===== config.mk =====
export PLATFORM = sky130hd
export DESIGN_NAME = mouse_cfg_seq
export DESIGN_NICKNAME = d
export VERILOG_FILES = /design/src/rtl/mouse_cfg_seq.sv
export SDC_FILE = /design/constraint.sdc
export NUM_CORES = 1
export LEC_CHECK = 0
export ABC_AREA = 1
export BUFFER_PORTS_ARGS = -buffer_cell sky130_fd_sc_hd__buf_4
export CAP_MARGIN = 10
export CORE_UTILIZATION = 40
export CTS_CLUSTER_DIAMETER = 40
export DETAILED_ROUTE_END_ITERATION = 8
export GPL_ROUTABILITY_DRIVEN = 0
export HOLD_SLACK_MARGIN = 0.08
export MAX_ROUTING_LAYER = met4
export PLACE_DENSITY = 0.59
export SYNTH_ARGS = -nofsm -noshare
export SYNTH_HDL_FRONTEND = slang
export SYNTH_SLANG_ARGS = --single-unit

===== constraint.sdc =====
create_clock -name clk -period 2.6 [get_ports clk]
set_clock_uncertainty 0.05 [all_clocks]
set_input_delay 0.13 -clock clk [delete_from_list [all_inputs] [get_ports clk]]
set_output_delay 0.13 -clock clk [all_outputs]
set_load 0.005 [all_outputs]

===== src/rtl/mouse_cfg_seq.sv =====
// Purpose: sequences MouseCtl value/strobe writes for the reset defaults, resolution changes, cursor moves and recenter.
// Latency: a request seen while idle (or in the done cycle) produces its first strobe on the next cycle; each write takes 1+GAP cycles.
// Backpressure: none toward requesters; requests arriving while busy stay pending (newest data wins) and launch in priority order.
module mouse_cfg_seq #(
  parameter int W         = 12,
  parameter int DEF_MAX_X = 799,
  parameter int DEF_MAX_Y = 599,
  parameter int GAP       = 4
) (
  input  logic         clk,
  input  logic         rst_n,
  input  logic         cfg_req,
  input  logic [W-1:0] max_x_in,
  input  logic [W-1:0] max_y_in,
  input  logic         setpos_req,
  input  logic [W-1:0] pos_x_in,
  input  logic [W-1:0] pos_y_in,
  input  logic         recenter_req,
  output logic [W-1:0] value,
  output logic         setmax_x,
  output logic         setmax_y,
  output logic         setx,
  output logic         sety,
  output logic         busy,
  output logic         done,
  output logic [W-1:0] cur_max_x,
  output logic [W-1:0] cur_max_y
);

  localparam logic [W-1:0] DEF_X  = W'(DEF_MAX_X);
  localparam logic [W-1:0] DEF_Y  = W'(DEF_MAX_Y);
  localparam int           CW     = (GAP > 1) ? $clog2(GAP) : 1;
  localparam int           GAP_M1 = (GAP > 0) ? GAP - 1 : 0;
  localparam logic [CW-1:0] GAP_LD = CW'(GAP_M1);

  typedef enum logic [2:0] {
    IDLE, WR_MAXX, WR_MAXY, WR_X, WR_Y, WAIT, DONE
  } state_t;

  state_t        state_q, state_d, nxt_q, nxt_d;
  logic [CW-1:0] cnt_q, cnt_d;

  // Pending request flags and their latched operands
  logic          init_pend, init_pend_d;
  logic          cfg_pend, cfg_pend_d, sp_pend, sp_pend_d, rc_pend, rc_pend_d;
  logic [W-1:0]  cfg_x_q, cfg_x_d, cfg_y_q, cfg_y_d;
  logic [W-1:0]  sp_x_q, sp_x_d, sp_y_q, sp_y_d;

  // Operands of the sequence currently running, fixed at launch
  logic [W-1:0]  seq_mx, seq_mx_d, seq_my, seq_my_d, seq_x, seq_x_d, seq_y, seq_y_d;

  // Next-cycle values of the registered outputs
  logic [W-1:0]  value_d, cur_max_x_d, cur_max_y_d;
  logic          setmax_x_d, setmax_y_d, setx_d, sety_d, busy_d, done_d;

  logic          adv, finish;
  state_t        tgt, follow;

  // State, pending flags, sequence operands and all outputs register here
  always_ff @(posedge clk or negedge rst_n) begin
    if (!rst_n) begin
      state_q   <= IDLE;
      nxt_q     <= IDLE;
      cnt_q     <= '0;
      init_pend <= 1'b1;
      cfg_pend  <= 1'b0;
      sp_pend   <= 1'b0;
      rc_pend   <= 1'b0;
      cfg_x_q   <= '0;
      cfg_y_q   <= '0;
      sp_x_q    <= '0;
      sp_y_q    <= '0;
      seq_mx    <= '0;
      seq_my    <= '0;
      seq_x     <= '0;
      seq_y     <= '0;
      value     <= '0;
      setmax_x  <= 1'b0;
      setmax_y  <= 1'b0;
      setx      <= 1'b0;
      sety      <= 1'b0;
      busy      <= 1'b0;
      done      <= 1'b0;
      cur_max_x <= '0;
      cur_max_y <= '0;
    end else begin
      state_q   <= state_d;
      nxt_q     <= nxt_d;
      cnt_q     <= cnt_d;
      init_pend <= init_pend_d;
      cfg_pend  <= cfg_pend_d;
      sp_pend   <= sp_pend_d;
      rc_pend   <= rc_pend_d;
      cfg_x_q   <= cfg_x_d;
      cfg_y_q   <= cfg_y_d;
      sp_x_q    <= sp_x_d;
      sp_y_q    <= sp_y_d;
      seq_mx    <= seq_mx_d;
      seq_my    <= seq_my_d;
      seq_x     <= seq_x_d;
      seq_y     <= seq_y_d;
      value     <= value_d;
      setmax_x  <= setmax_x_d;
      setmax_y  <= setmax_y_d;
      setx      <= setx_d;
      sety      <= sety_d;
      busy      <= busy_d;
      done      <= done_d;
      cur_max_x <= cur_max_x_d;
      cur_max_y <= cur_max_y_d;
    end
  end

  // Request capture, launch arbitration, write/gap sequencing and next outputs
  always_comb begin
    state_d     = state_q;
    nxt_d       = nxt_q;
    cnt_d       = cnt_q;
    value_d     = value;
    setmax_x_d  = 1'b0;
    setmax_y_d  = 1'b0;
    setx_d      = 1'b0;
    sety_d      = 1'b0;
    busy_d      = busy;
    done_d      = 1'b0;
    cur_max_x_d = cur_max_x;
    cur_max_y_d = cur_max_y;
    seq_mx_d    = seq_mx;
    seq_my_d    = seq_my;
    seq_x_d     = seq_x;
    seq_y_d     = seq_y;
    adv         = 1'b0;
    finish      = 1'b0;
    tgt         = IDLE;
    follow      = DONE;

    // A request in this cycle counts as pending immediately; newest data overwrites
    init_pend_d = init_pend;
    cfg_pend_d  = cfg_pend | cfg_req;
    cfg_x_d     = cfg_req ? max_x_in : cfg_x_q;
    cfg_y_d     = cfg_req ? max_y_in : cfg_y_q;
    sp_pend_d   = sp_pend | setpos_req;
    sp_x_d      = setpos_req ? pos_x_in : sp_x_q;
    sp_y_d      = setpos_req ? pos_y_in : sp_y_q;
    rc_pend_d   = rc_pend | recenter_req;

    case (state_q)
      IDLE, DONE: begin
        state_d = IDLE;
        if (init_pend) begin
          seq_mx_d    = DEF_X;
          seq_my_d    = DEF_Y;
          seq_x_d     = DEF_X >> 1;
          seq_y_d     = DEF_Y >> 1;
          init_pend_d = 1'b0;
          rc_pend_d   = 1'b0;
          adv         = 1'b1;
          tgt         = WR_MAXX;
        end else if (cfg_pend_d) begin
          seq_mx_d   = cfg_x_d;
          seq_my_d   = cfg_y_d;
          seq_x_d    = cfg_x_d >> 1;
          seq_y_d    = cfg_y_d >> 1;
          cfg_pend_d = 1'b0;
          rc_pend_d  = 1'b0;
          adv        = 1'b1;
          tgt        = WR_MAXX;
        end else if (sp_pend_d) begin
          // Clamp against the limits in force right now, i.e. after any CFG that just finished
          seq_x_d   = (sp_x_d > cur_max_x) ? cur_max_x : sp_x_d;
          seq_y_d   = (sp_y_d > cur_max_y) ? cur_max_y : sp_y_d;
          sp_pend_d = 1'b0;
          rc_pend_d = 1'b0;
          adv       = 1'b1;
          tgt       = WR_X;
        end else if (rc_pend_d) begin
          seq_x_d   = cur_max_x >> 1;
          seq_y_d   = cur_max_y >> 1;
          rc_pend_d = 1'b0;
          adv       = 1'b1;
          tgt       = WR_X;
        end
      end
      WR_MAXX, WR_MAXY, WR_X, WR_Y: begin
        case (state_q)
          WR_MAXX: follow = WR_MAXY;
          WR_MAXY: follow = WR_X;
          WR_X:    follow = WR_Y;
          default: follow = DONE;
        endcase
        if (GAP == 0) begin
          if (follow == DONE) begin
            finish = 1'b1;
          end else begin
            adv = 1'b1;
            tgt = follow;
          end
        end else begin
          state_d = WAIT;
          cnt_d   = GAP_LD;
          nxt_d   = follow;
        end
      end
      WAIT: begin
        if (cnt_q == '0) begin
          if (nxt_q == DONE) begin
            finish = 1'b1;
          end else begin
            adv = 1'b1;
            tgt = nxt_q;
          end
        end else begin
          cnt_d = cnt_q - 1'b1;
        end
      end
      default: state_d = IDLE;
    endcase

    if (finish) begin
      state_d = DONE;
      done_d  = 1'b1;
      busy_d  = 1'b0;
    end

    // Entering a write state: raise its strobe and present its value next cycle
    if (adv) begin
      state_d = tgt;
      busy_d  = 1'b1;
      case (tgt)
        WR_MAXX: begin
          setmax_x_d  = 1'b1;
          value_d     = seq_mx_d;
          cur_max_x_d = seq_mx_d;
        end
        WR_MAXY: begin
          setmax_y_d  = 1'b1;
          value_d     = seq_my_d;
          cur_max_y_d = seq_my_d;
        end
        WR_X: begin
          setx_d  = 1'b1;
          value_d = seq_x_d;
        end
        WR_Y: begin
          sety_d  = 1'b1;
          value_d = seq_y_d;
        end
        default: ;
      endcase
    end
  end

endmodule

## Word level (Yosys, flattened, before mapping)

Index checks and enable logic that the tools add are counted.

| operators by class | value |
|---|---|
| order comparisons | 2 |
| $add $sub $neg | 1 |
| muxes and demuxes | 63 |
| bitwise operators | 3 |
| reductions and logical operators | 11 |
| eq/ne operators | 13 |

Operator list:

| operator | count |
|---|---|
| 2-to-1 mux 12 bit | 22 |
| one-hot mux 12 bit (4 select lines) | 1 |
| 2-to-1 mux 1 bit | 26 |
| > comparator 12 bit | 2 |
| equality test 3 bit, second input constant | 5 |
| equality test 3 x 2 -> 1 bit, second input constant | 4 |
| 2-to-1 mux 3 bit | 4 |
| one-hot mux 3 bit (2 select lines) | 2 |
| 2-to-1 mux 2 bit | 5 |
| one-hot mux 3 bit (3 select lines) | 1 |
| AND reduction 2 bit | 4 |
| equality test 3 x 1 -> 1 bit, second input constant | 2 |
| one-hot mux 2 bit (2 select lines) | 1 |
| nonzero test 2 bit | 2 |
| nonzero test 4 bit | 1 |
| OR reduction 4 bit | 1 |
| logical NOT 3 bit | 1 |
| != test 3 bit, second input constant | 1 |
| OR 1 bit | 3 |
| logical NOT 2 bit | 1 |
| != test 2 bit, second input constant | 1 |
| one-hot mux 1 bit (2 select lines) | 1 |
| OR reduction 2 bit | 1 |
| subtractor 2 x 1 -> 2 bit, second input constant | 1 |

| storage, ports and cells | value |
|---|---|
| logic and storage cells | 117 |
| register bits after elaboration | 150 |
| input port bits | 53 |

## Depth between registers and ports, before layout

| depth | value |
|---|---|
| word-level depth | 9 |
| mapped depth | 23 |
| depth with buffers taken out | 21 |

## Least setup slack after synthesis

No wires, ideal clock.

| timing | value |
|---|---|
| kind | in2reg |
| from | input setpos_req |
| to | register value[6] |
| library setup time | 0.116 ns |
| slack | -0.036 ns |
| arrival | 2.469 ns |
| data required time | 2.434 ns |
| stages on the path | 22 |
| path through | buf_2 -> inv_1 -> buf_2 -> or2_2 -> o21ai_0 -> inv_1 -> ha_1 -> nand2_1 -> nor2_1 -> and2_1 -> nand2_1 -> nand3_1 -> nand2_1 -> clkbuf_1 -> nand2_1 -> nand3_1 -> nand2_1 -> nand2_1 -> a21oi_1 -> nand2_1 -> nand2_1 -> nand2_1 |

| on the way | value |
|---|---|
| cells in the longest elaborated chain, start to end | 8 |
| elaborated cells on any way between the ends | 30 |

RTL lines:

| item | line | RTL |
|---|---|---|
| start, declared | 15 | `input logic setpos_req,` |
| 2-to-1 mux 12 bit | 143 | `sp_x_d = setpos_req ? pos_x_in : sp_x_q;` |
| named net sp_x_d[11] | 47 | `logic [W-1:0] sp_x_q, sp_x_d, sp_y_q, sp_y_d;` |
| > comparator 12 bit | 170 | `seq_x_d = (sp_x_d > cur_max_x) ? cur_max_x : sp_x_d;` |
| 2-to-1 mux 12 bit | 170 |  |
| 2-to-1 mux 12 bit | 168 | `end else if (sp_pend_d) begin` |
| 2-to-1 mux 12 bit | 159 | `end else if (cfg_pend_d) begin` |
| 2-to-1 mux 12 bit | 150 | `if (init_pend) begin` |
| 2-to-1 mux 12 bit | 147 | `case (state_q)` |
| named net seq_x_d[6] | 50 | `logic [W-1:0] seq_mx, seq_mx_d, seq_my, seq_my_d, seq_x, seq_x_d, seq_y, seq_y_d;` |
| one-hot mux 12 bit (4 select lines) | 229 | `case (tgt)` |
| end signal, assigned | 102 | `value <= value_d;` |
| end, declared | 19 | `output logic [W-1:0] value,` |

The timed path passes the listed nets, and every way through them passes these cells.
A chain may end at the register's enable or synchronous reset.

## Final worst setup path

| timing | value |
|---|---|
| from | register sp_x_q[11] |
| to | register value[6] |

| on the way | value |
|---|---|
| cells in the longest elaborated chain, start to end | 8 |

RTL lines:

| item | line | RTL |
|---|---|---|
| start, declared | 47 |  |
| start signal, assigned | 96 | `sp_x_q <= sp_x_d;` |
| 2-to-1 mux 12 bit | 143 |  |
| named net sp_x_d[11] | 47 |  |
| > comparator 12 bit | 170 |  |
| 2-to-1 mux 12 bit | 170 |  |
| 2-to-1 mux 12 bit | 168 |  |
| 2-to-1 mux 12 bit | 159 |  |
| 2-to-1 mux 12 bit | 150 |  |
| 2-to-1 mux 12 bit | 147 |  |
| named net seq_x_d[6] | 50 |  |
| one-hot mux 12 bit (4 select lines) | 229 |  |

The timed path passes the listed nets, and every way through them passes these cells.

==> flow_metrics.tcl <==
set metrics [dict create \
    status "complete, no violations" \
    path_max_fanout 11 \
    avgViaCountPerCell 4.966 \
    worstReg2RegStart "sp_x_q[11]" \
    final.period_utilization 0.9339 \
    setup_viol 0 \
    die_w_um 141.0 \
    start_util 0.4106 \
    leakage_nw 5.365 \
    htreeDepth 4 \
    powerDensity_nw_per_um2 1017 \
    syn_area_per_cell_um2 7.739 \
    grt_overflow 0 \
    cts_num_sinks 150 \
    tightest_slew_ns 0.6557 \
    placed_area_um2 9114 \
    layout_common_cells "nand2_1, buf_4, dfrtp_1, inv_1, o21ai_0" \
    die_area_um2 19890 \
    ir_drop_mv 0.5310 \
    critPathLaunchType "flop" \
    hp-start "setpos_req" \
    num_antenna_cells 0 \
    crit_start "sp_x_q[11]" \
    wl_um 24110 \
    ioPinCount 95 \
    final_util 0.5536 \
    ant_nets 0 \
    max_slew_margin 0.5628 \
    syn_inst 999 \
    cp.required_ns 2.87 \
    port_buffers 94 \
    ys_ff_latch 150 \
    ys_seq_area_frac 0.4857 \
    cts_tree "built" \
    fmax_ghz 0.4118 \
    worst_setup_path_end_kind "flop" \
    track_usage 0.2652 \
    grt_max_degree 66 \
    syn_area_um2 7731 \
    synthTopCellsByArea "dfrtp_1, nand2_1, o21ai_0" \
    vias 7330 \
    ys_types 39 \
    fill_cells 1801 \
    clk_path_buf_depth 2 \
    rsz0062_at_grt "yes" \
    final_common_cell "nand2_1" \
    drive_gt1_frac 0.2089 \
    fin_nets 1281 \
    slew_viol_final 0 \
    cts_buffers 17 \
    syn_to_final_growth_pct 34.84 \
    crit_type "flop to flop" \
    synth_top_area_frac 0.4823 \
    drc 0 \
    hold_ws_ns 0.1382 \
    detailedRoute.firstPassIterationCount 5 \
    worstPathArrival_ns 2.70 \
    synth_top_area_cell "dfrtp_1" \
    rows 50 \
    timing.max_cap.violations 0 \
    dr.first_iter.drc_count 613 \
    dpl.hpwl_um 17870 \
    fin_crit_ns 2.428 \
    clock-root-buffer "clkbuf_16" \
    hp-class "input pin to flop" \
    finalInstanceArea_um2 10430 \
    synth_nets 1077 \
    antenna_found_initial 0 \
    hold_violations 0 \
    grt_pass1_vias 7128 \
    yosys_warnings 0 \
    dieHeight_um 141.0 \
    routedWlPerCell_um 16.34 \
    grt_pass1_wl_um 38630 \
    core_um2 18830 \
    setup_tns_ns 0 \
    cts.clk_slew.worst_paths_ns 0.06 \
    clock_latency_ns 0.43 \
]
-- layout make-up --
class	instances	area [um2]	share of cell area
clock buffers	20	446.7	0.04285
clock inverters	12	176.4	0.01692
inverters	112	420.4	0.04033
multi-input cells	698	3441	0.3301
flip-flops and latches	150	3755	0.3602
well taps	260	325.3	0.03120
repair buffers	224	1861	0.1785
-- per-stage QoR --
step / power, mW / cells / worst slack [ns]
floorplan: 5.956 / 999 / 0.001328
global placement: 7.697 / 1382 / -0.2186
detailed placement: 7.775 / 1382 / -0.2825
CTS: 10.53 / 1474 / 0.01539
global route: 11.32 / 1476 / -0.05488
finish: 10.60 / 1476 / 0.1718
-- metal layers --
metal | share of wire | up-vias | routed length, um | global-route usage
li1 | - | 3599 | - | -
met1 | 0.48 | 3462 | 11690 | 0.3668
met2 | 0.44 | 234 | 10660 | 0.3970
met3 | 0.055 | 35 | 1321 | 0.04993
met4 | 0.018 | 0 | 441 | 0.07494
met5 | 0 | - | 0 | -
-- state kept, by name, summed over array words and instances (netlist names), 2 cells and up --
| name | flops |
|---|---|
| sp_x_q | 12 |
| sp_y_q | 12 |
| cnt_q | 2 |
| cur_max_x | 12 |
| value | 12 |
| cfg_x_q | 12 |
| seq_mx | 12 |
| seq_x | 12 |
| cur_max_y | 12 |
| cfg_y_q | 12 |
| nxt_q | 3 |
| state_q | 3 |
| seq_y | 12 |
| seq_my | 12 |
-- final timing paths --
path / to / slack [ns] / depth (start not counted)
max reg2reg: value[6] / 0.17 / 18
max: value[6] / 0.17 / 18
min: sp_y_q[0] / 0.14 / 4
max in group asynchronous: cur_max_x[2] / 1.49 / 3
min reg2reg: cfg_x_q[5] / 0.42 / 2
min in group asynchronous: cnt_q[0] / 0.23 / 2
-- Yosys cell counts (all sizes together) --
cell type	count
a211oi	12
nor2	63
nor3	17
a21boi	4
a311oi	1
buf	22
a21o	2
or2	11
clkbuf	18
clkinv	1
a31oi	4
inv	111
dfstp	1
o22ai	4
and2	1
ha	25
a22oi	3
nand2	363
o211ai	2
dfrtp	149
nand4	3
a21oi	26
o21bai	3
nand3	66
nand3b	2
o21ai	85
-- cells by family after synthesis --
kind of cell               share of synthesized area
AOI/OAI and AO/OA                             0.1081
DFF                                           0.4857
buffers and inverters                        0.07995
and+or+nand+nor                               0.2858
adders and majority gates                    0.04046
-- worst max-delay path, cell delays in order, from the launching register on --
cell     delay [ns]
dfrtp_1        0.37
o21ai_2        0.13
inv_1          0.07
ha_1           0.29
nand2_1        0.08
nor2_2         0.12
and2_1         0.14
nand2_1        0.06
nand3_2        0.09
nand2_4        0.09
buf_4          0.15
nand2_1        0.05
nand3_1        0.09
nand2_1        0.10
nand2_1        0.09
a21oi_1        0.14
nand2_1        0.07
nand2_1        0.08
nand2_1        0.06
-- where the power goes --
| part | internal, mW | switching, mW |
|---|---|---|
| Combinational | 1.77 | 2.66 |
| Sequential | 3.08 | 0.452 |
| Clock | 1.63 | 1.00 |
| Total | 6.48 | 4.12 |
-- repair_timing --
item	CTS	global route
hold buffers	60	0
gates cloned	0	1
endpoints found under the setup margin	8	13
buffers inserted	0	1
gates resized for setup	4	27
endpoints found under the hold margin	111	0
pin swaps	0	5
(Power assumes the default switching activity.)
